<file path="config.mk">
export PLATFORM = sky130hd
export DESIGN_NAME = fp_mult_result_collector
export DESIGN_NICKNAME = d
export VERILOG_FILES = /design/src/rtl/fp_mult_result_collector.sv
export SDC_FILE = /design/constraint.sdc
export NUM_CORES = 1
export LEC_CHECK = 0
export CORE_MARGIN = 4
export CORE_UTILIZATION = 40
export DETAILED_ROUTE_END_ITERATION = 12
export GPL_ROUTABILITY_DRIVEN = 0
export PLACE_DENSITY = 0.64
export SETUP_SLACK_MARGIN = 0.2
export SYNTH_ARGS = -nofsm -noshare
export SYNTH_HDL_FRONTEND = slang
export SYNTH_SLANG_ARGS = --single-unit
</file>
<file path="constraint.sdc">
create_clock -name clk -period 7.6 [get_ports clk]
set_input_delay 0.76 -clock clk [delete_from_list [all_inputs] [get_ports clk]]
set_output_delay 0.76 -clock clk [all_outputs]
set_load 0.02 [all_outputs]
</file>
<file path="src/rtl/fp_mult_result_collector.sv">
// fp_mult_result_collector
// Collects the results of a fixed-latency FP multiplier into a small FIFO.
// A valid shift register tracks in-flight operations, and each capture is pushed in issue order.
// issue_ready grants an issue only when the FIFO is guaranteed to have room for it.
// Optional: define FP_COLLECT_STATS_EN to add the exc_count output.
// exc_count counts popped results that are inf or nan.
module fp_mult_result_collector #(
  parameter int unsigned LATENCY = 3,
  parameter int unsigned DEPTH   = 4
) (
  input  logic        clk,
  input  logic        rst,
  input  logic        issue_valid,
  output logic        issue_ready,
  input  logic [31:0] z,
  input  logic [7:0]  status,
  output logic        out_valid,
  input  logic        out_ready,
  output logic [31:0] out_z,
  output logic [7:0]  out_status,
  output logic        overflow
`ifdef FP_COLLECT_STATS_EN
  ,
  output logic [15:0] exc_count
`endif
);

  localparam int unsigned PW = $clog2(DEPTH);
  localparam int unsigned CW = PW + 1;
  localparam int unsigned FW = $clog2(LATENCY + 1);
  localparam int unsigned SW = ((CW > FW) ? CW : FW) + 1;

  typedef struct packed {
    logic [31:0] z;
    logic [7:0]  status;
  } entry_t;

  logic [LATENCY-1:0] vld_sr;
  logic [FW-1:0]      in_flight;
  logic [PW-1:0]      wptr;
  logic [PW-1:0]      rptr;
  logic [CW-1:0]      count;
  entry_t             mem [DEPTH];
  entry_t             head;
  logic               capture;
  logic               pop;
  logic               push;
  logic               full;

  // Issue tracking: one stage per cycle of multiplier latency
  if (LATENCY == 1) begin : g_sr1
    always_ff @(posedge clk) begin
      if (!rst) vld_sr <= '0;
      else      vld_sr <= issue_valid;
    end
  end else begin : g_srn
    always_ff @(posedge clk) begin
      if (!rst) vld_sr <= '0;
      else      vld_sr <= {vld_sr[LATENCY-2:0], issue_valid};
    end
  end

  // Population count of the in-flight operations
  always_comb begin
    in_flight = '0;
    for (int i = 0; i < int'(LATENCY); i++) begin
      in_flight = in_flight + FW'(vld_sr[i]);
    end
  end

  assign capture     = vld_sr[LATENCY-1];
  assign full        = (count == CW'(DEPTH));
  assign out_valid   = (count != '0);
  assign pop         = out_valid & out_ready;
  // A full FIFO still accepts a capture when the head leaves in the same cycle
  assign push        = capture & (~full | pop);
  assign head        = mem[rptr];
  assign out_z       = head.z;
  assign out_status  = head.status;
  assign issue_ready = (SW'(count) + SW'(in_flight)) < SW'(DEPTH);

  // FIFO storage, which is cleared on reset so that the head reads zero afterwards
  always_ff @(posedge clk) begin
    if (!rst) begin
      for (int i = 0; i < int'(DEPTH); i++) mem[i] <= '0;
    end else if (push) begin
      mem[wptr] <= '{z: z, status: status};
    end
  end

  // Pointers and occupancy; both pointers wrap naturally at DEPTH
  always_ff @(posedge clk) begin
    if (!rst) begin
      wptr  <= '0;
      rptr  <= '0;
      count <= '0;
    end else begin
      if (push) wptr <= wptr + PW'(1);
      if (pop)  rptr <= rptr + PW'(1);
      case ({push, pop})
        2'b10:   count <= count + CW'(1);
        2'b01:   count <= count - CW'(1);
        default: count <= count;
      endcase
    end
  end

  // Sticky drop indicator for a capture that arrives into a full FIFO with no pop
  always_ff @(posedge clk) begin
    if (!rst)                       overflow <= 1'b0;
    else if (capture & full & ~pop) overflow <= 1'b1;
  end

`ifdef FP_COLLECT_STATS_EN
  // Saturating count of popped results flagged inf or nan
  always_ff @(posedge clk) begin
    if (!rst) begin
      exc_count <= '0;
    end else if (pop && (head.status[1] || head.status[2]) && (exc_count != 16'hFFFF)) begin
      exc_count <= exc_count + 16'd1;
    end
  end
`endif

endmodule

</file>
==> impl_results.md <==
* Status: complete, no violations
* Cell variety after synth at 31
* TritonCTS clock tree: yes
* Starting Density at 0.4136
* Initial antenna violation count at 1
* Row cnt at 49
* PnR Total Power at 2246 µW
* Num ports at 87
* Final setup vio count at 0
* Drt first pass iters at 4
* Comb pwr share at 0.089
* Final Hold Viols at 0
* Clock share of power at 0.420
* Clk pin slew, worst setup/hold paths at 70 ps
* Slew @ Worst Pin at 1182 ps
* Gate Count Post-Synth at 450
* # Max-Cap Violations at 0
* WP data arrival at 2630 ps
* Design area at 0.009280 mm²
* Largest net degree at the start of global routing at 42
* DRT iter0 DRCs at 215
* Post-Place Worst Slack at 3780 ps
* Yosys top cell by area: edfxtp_1
* Hold Path Class: reg -> reg
* Clock root buffer: clkbuf_16
* Crit path kind: reg -> out
* PostCTS Resize Cnt at 0
* Setup slack after layout at 4213 ps
* Post-synth top cells: and2_1, edfxtp_1, mux4_2, clkbuf_1, dfxtp_1
* Worst Path Max Fanout at 40
* Internal power at 1765 µW
* # clock sinks at 173
* Drc violations at 0
* Flops & latches, synth at 173
* Fin Setup TNS at 0 ps
* Maximum VDD drop at 0.0001678 V
* Slew margin rel. at 0.2123
* RSZ-0062 raised after global routing: no
* Mean Syn Cell Area at 16.74 µm²
* DR vias at 3981
* Seq pwr share at 0.491
* Tmin final at 3387 ps
* Post-detail-place hpwl at 8597 µm
* Peak Freq at 295.2 MHz
* # H-tree levels at 4
* Clk buf depth at 2
* CP required at 6840 ps
* Fill cell total of the finished layout at 1501
* Final worst path period share at 0.4457
* DP Area at 0.008637 mm²
* Crit start category: flop
* Worst-Skew Late Latency at 420 ps
* CP endpoint kind: output port
* Synth async-reset ratio at 0
* Die span in y at 145.2 µm
* Wirelength, routed at 15430 µm
* Hold_buf cts at 0
* Post-layout nets at 582
* Mapped cell area at 0.007531 mm²
* Multi-input gate area at 0.002360 mm²
* Share of layout cells above drive strength 1 at 0.1718
* Leak pwr at 0.003302 µW
* Number of nets with antenna violations after routing at 0
* Synth warnings at 0
* Synth Flop Type: edfxtp_1
* Core ar. at 0.01821 mm²
* PD cells at 242.0 mW/mm²
* Postcts setup bufs at 0
* PortBufs at 86
* Synth top area share at 0.6380
* Die width at 145.2 µm
* Diodes inserted at 0
* First-pass GRT wire length at 24210 µm
* Die area at 0.02109 mm²
* Post-synth EDFFs at 160
* Count of pins over their slew limit at 0
* Largest cells by area after synthesis: edfxtp_1, and2_1, mux4_2, dfxtp_1, clkbuf_1
* Vias in the first global route at 4384
* GRT Overall Usage at 0.1508
* Hold_ws at 501.7 ps
* Overflow after GRT at 0
* Layout area overhead at 23.23%
* Total area of sequential cells at 0.005070 mm²
* Fin Clk Skew at 5.613 ps
* Net Sw Frac at 0.2142
* P_sw at 481.1 µW
* Synth Net Count at 498
* DR WL/cell at 19.88 µm
* Via density at 5.130
* Register area share after synthesis at 0.6725
* TritonCTS Buffers at 17
-- cells by family after synthesis --
group	synth area share
buffers and inverters	0.02010
xor gates and xnor gates	0.004653
AOI/OAI and AO/OA	0.009470
muxes	0.1209
adders and majority gates	0.008639
and+or+nand+nor	0.1636
DFF	0.6725
-- flip-flops by register name (all words and copies together) (netlist names), named ones only --
name and count:
count 3, rptr 2, mem 160, wptr 2, overflow 1, vld_sr 3
-- worst paths after layout --
check,from,endpoint,slack (ps),cells past startpoint
worst max-delay path,flop,out_z[28],4210,2
worst min-delay path,vld_sr[0]$_SDFF_PN0_,vld_sr[1]$_SDFF_PN0_,500,1
worst max register to register,count[0]$_SDFFE_PN0P_,count[2]$_SDFFE_PN0P_,5060,8
worst min register to register,vld_sr[0]$_SDFF_PN0_,vld_sr[1]$_SDFF_PN0_,500,1
-- cell usage in the layout, fill, tap and decap left out, types with 2 or more instances in the layout --
master | netlist | final
clkinv_1 | 0 | 3
o21ai_4 | 0 | 3
fa_1 | 2 | 2
nor2b_1 | 3 | 3
or3_1 | 2 | 2
clkinv_2 | 0 | 2
and2_4 | 7 | 7
nor4b_4 | 2 | 3
edfxtp_1 | 160 | 160
nand2b_1 | 3 | 2
clkdlybuf4s50_1 | 0 | 86
mux4_2 | 40 | 40
buf_4 | 0 | 6
dfxtp_1 | 13 | 11
inv_1 | 4 | 4
and2_1 | 160 | 160
clkinv_4 | 0 | 2
bufinv_16 | 0 | 5
clkbuf_16 | 0 | 17
o21ai_0 | 5 | 2
inv_6 | 0 | 2
nand2_1 | 4 | 4
xnor2_1 | 3 | 3
ha_1 | 2 | 2
-- through the flow --
step	cells	util
detailed placement	744	0.4743
floorplan	450	-
global route	776	0.5097
CTS	776	0.5097
finish	776	0.5097
global placement	744	0.4743
-- power groups by stage --
stage                     Sequential (µW)  Combinational, µW  Clock, µW
final                                1100                201        943
after global routing                 1110                214        995
after CTS                            1100                204        957
after detailed placement             1120                203          0
after global placement               1120                202          0
after floorplan                      1100                122          0
-- metal layers --
metal | wire length [µm] | share of wire | track usage
met5 | 12 | 0.00078 | 0
met4 | 197 | 0.013 | 0.04843
met3 | 844 | 0.055 | 0.04334
met2 | 7791 | 0.51 | 0.2559
met1 | 6580 | 0.43 | 0.1875
-- critical path, stage by stage, from the launching register on --
cell and delay (ps):
dfxtp_2 1110, mux4_2 460, clkdlybuf4s50_1 620
-- final cells by class --
cell class / instances / area share
clock buffer: 17 / 0.04584
clock inverter: 15 / 0.02346
inverter: 4 / 0.001618
multi-input combinational: 246 / 0.2543
sequential: 173 / 0.5463
tap: 229 / 0.03088
timing repair buffer: 92 / 0.09761
No activity file was read; power rests on OpenSTA's default activity.
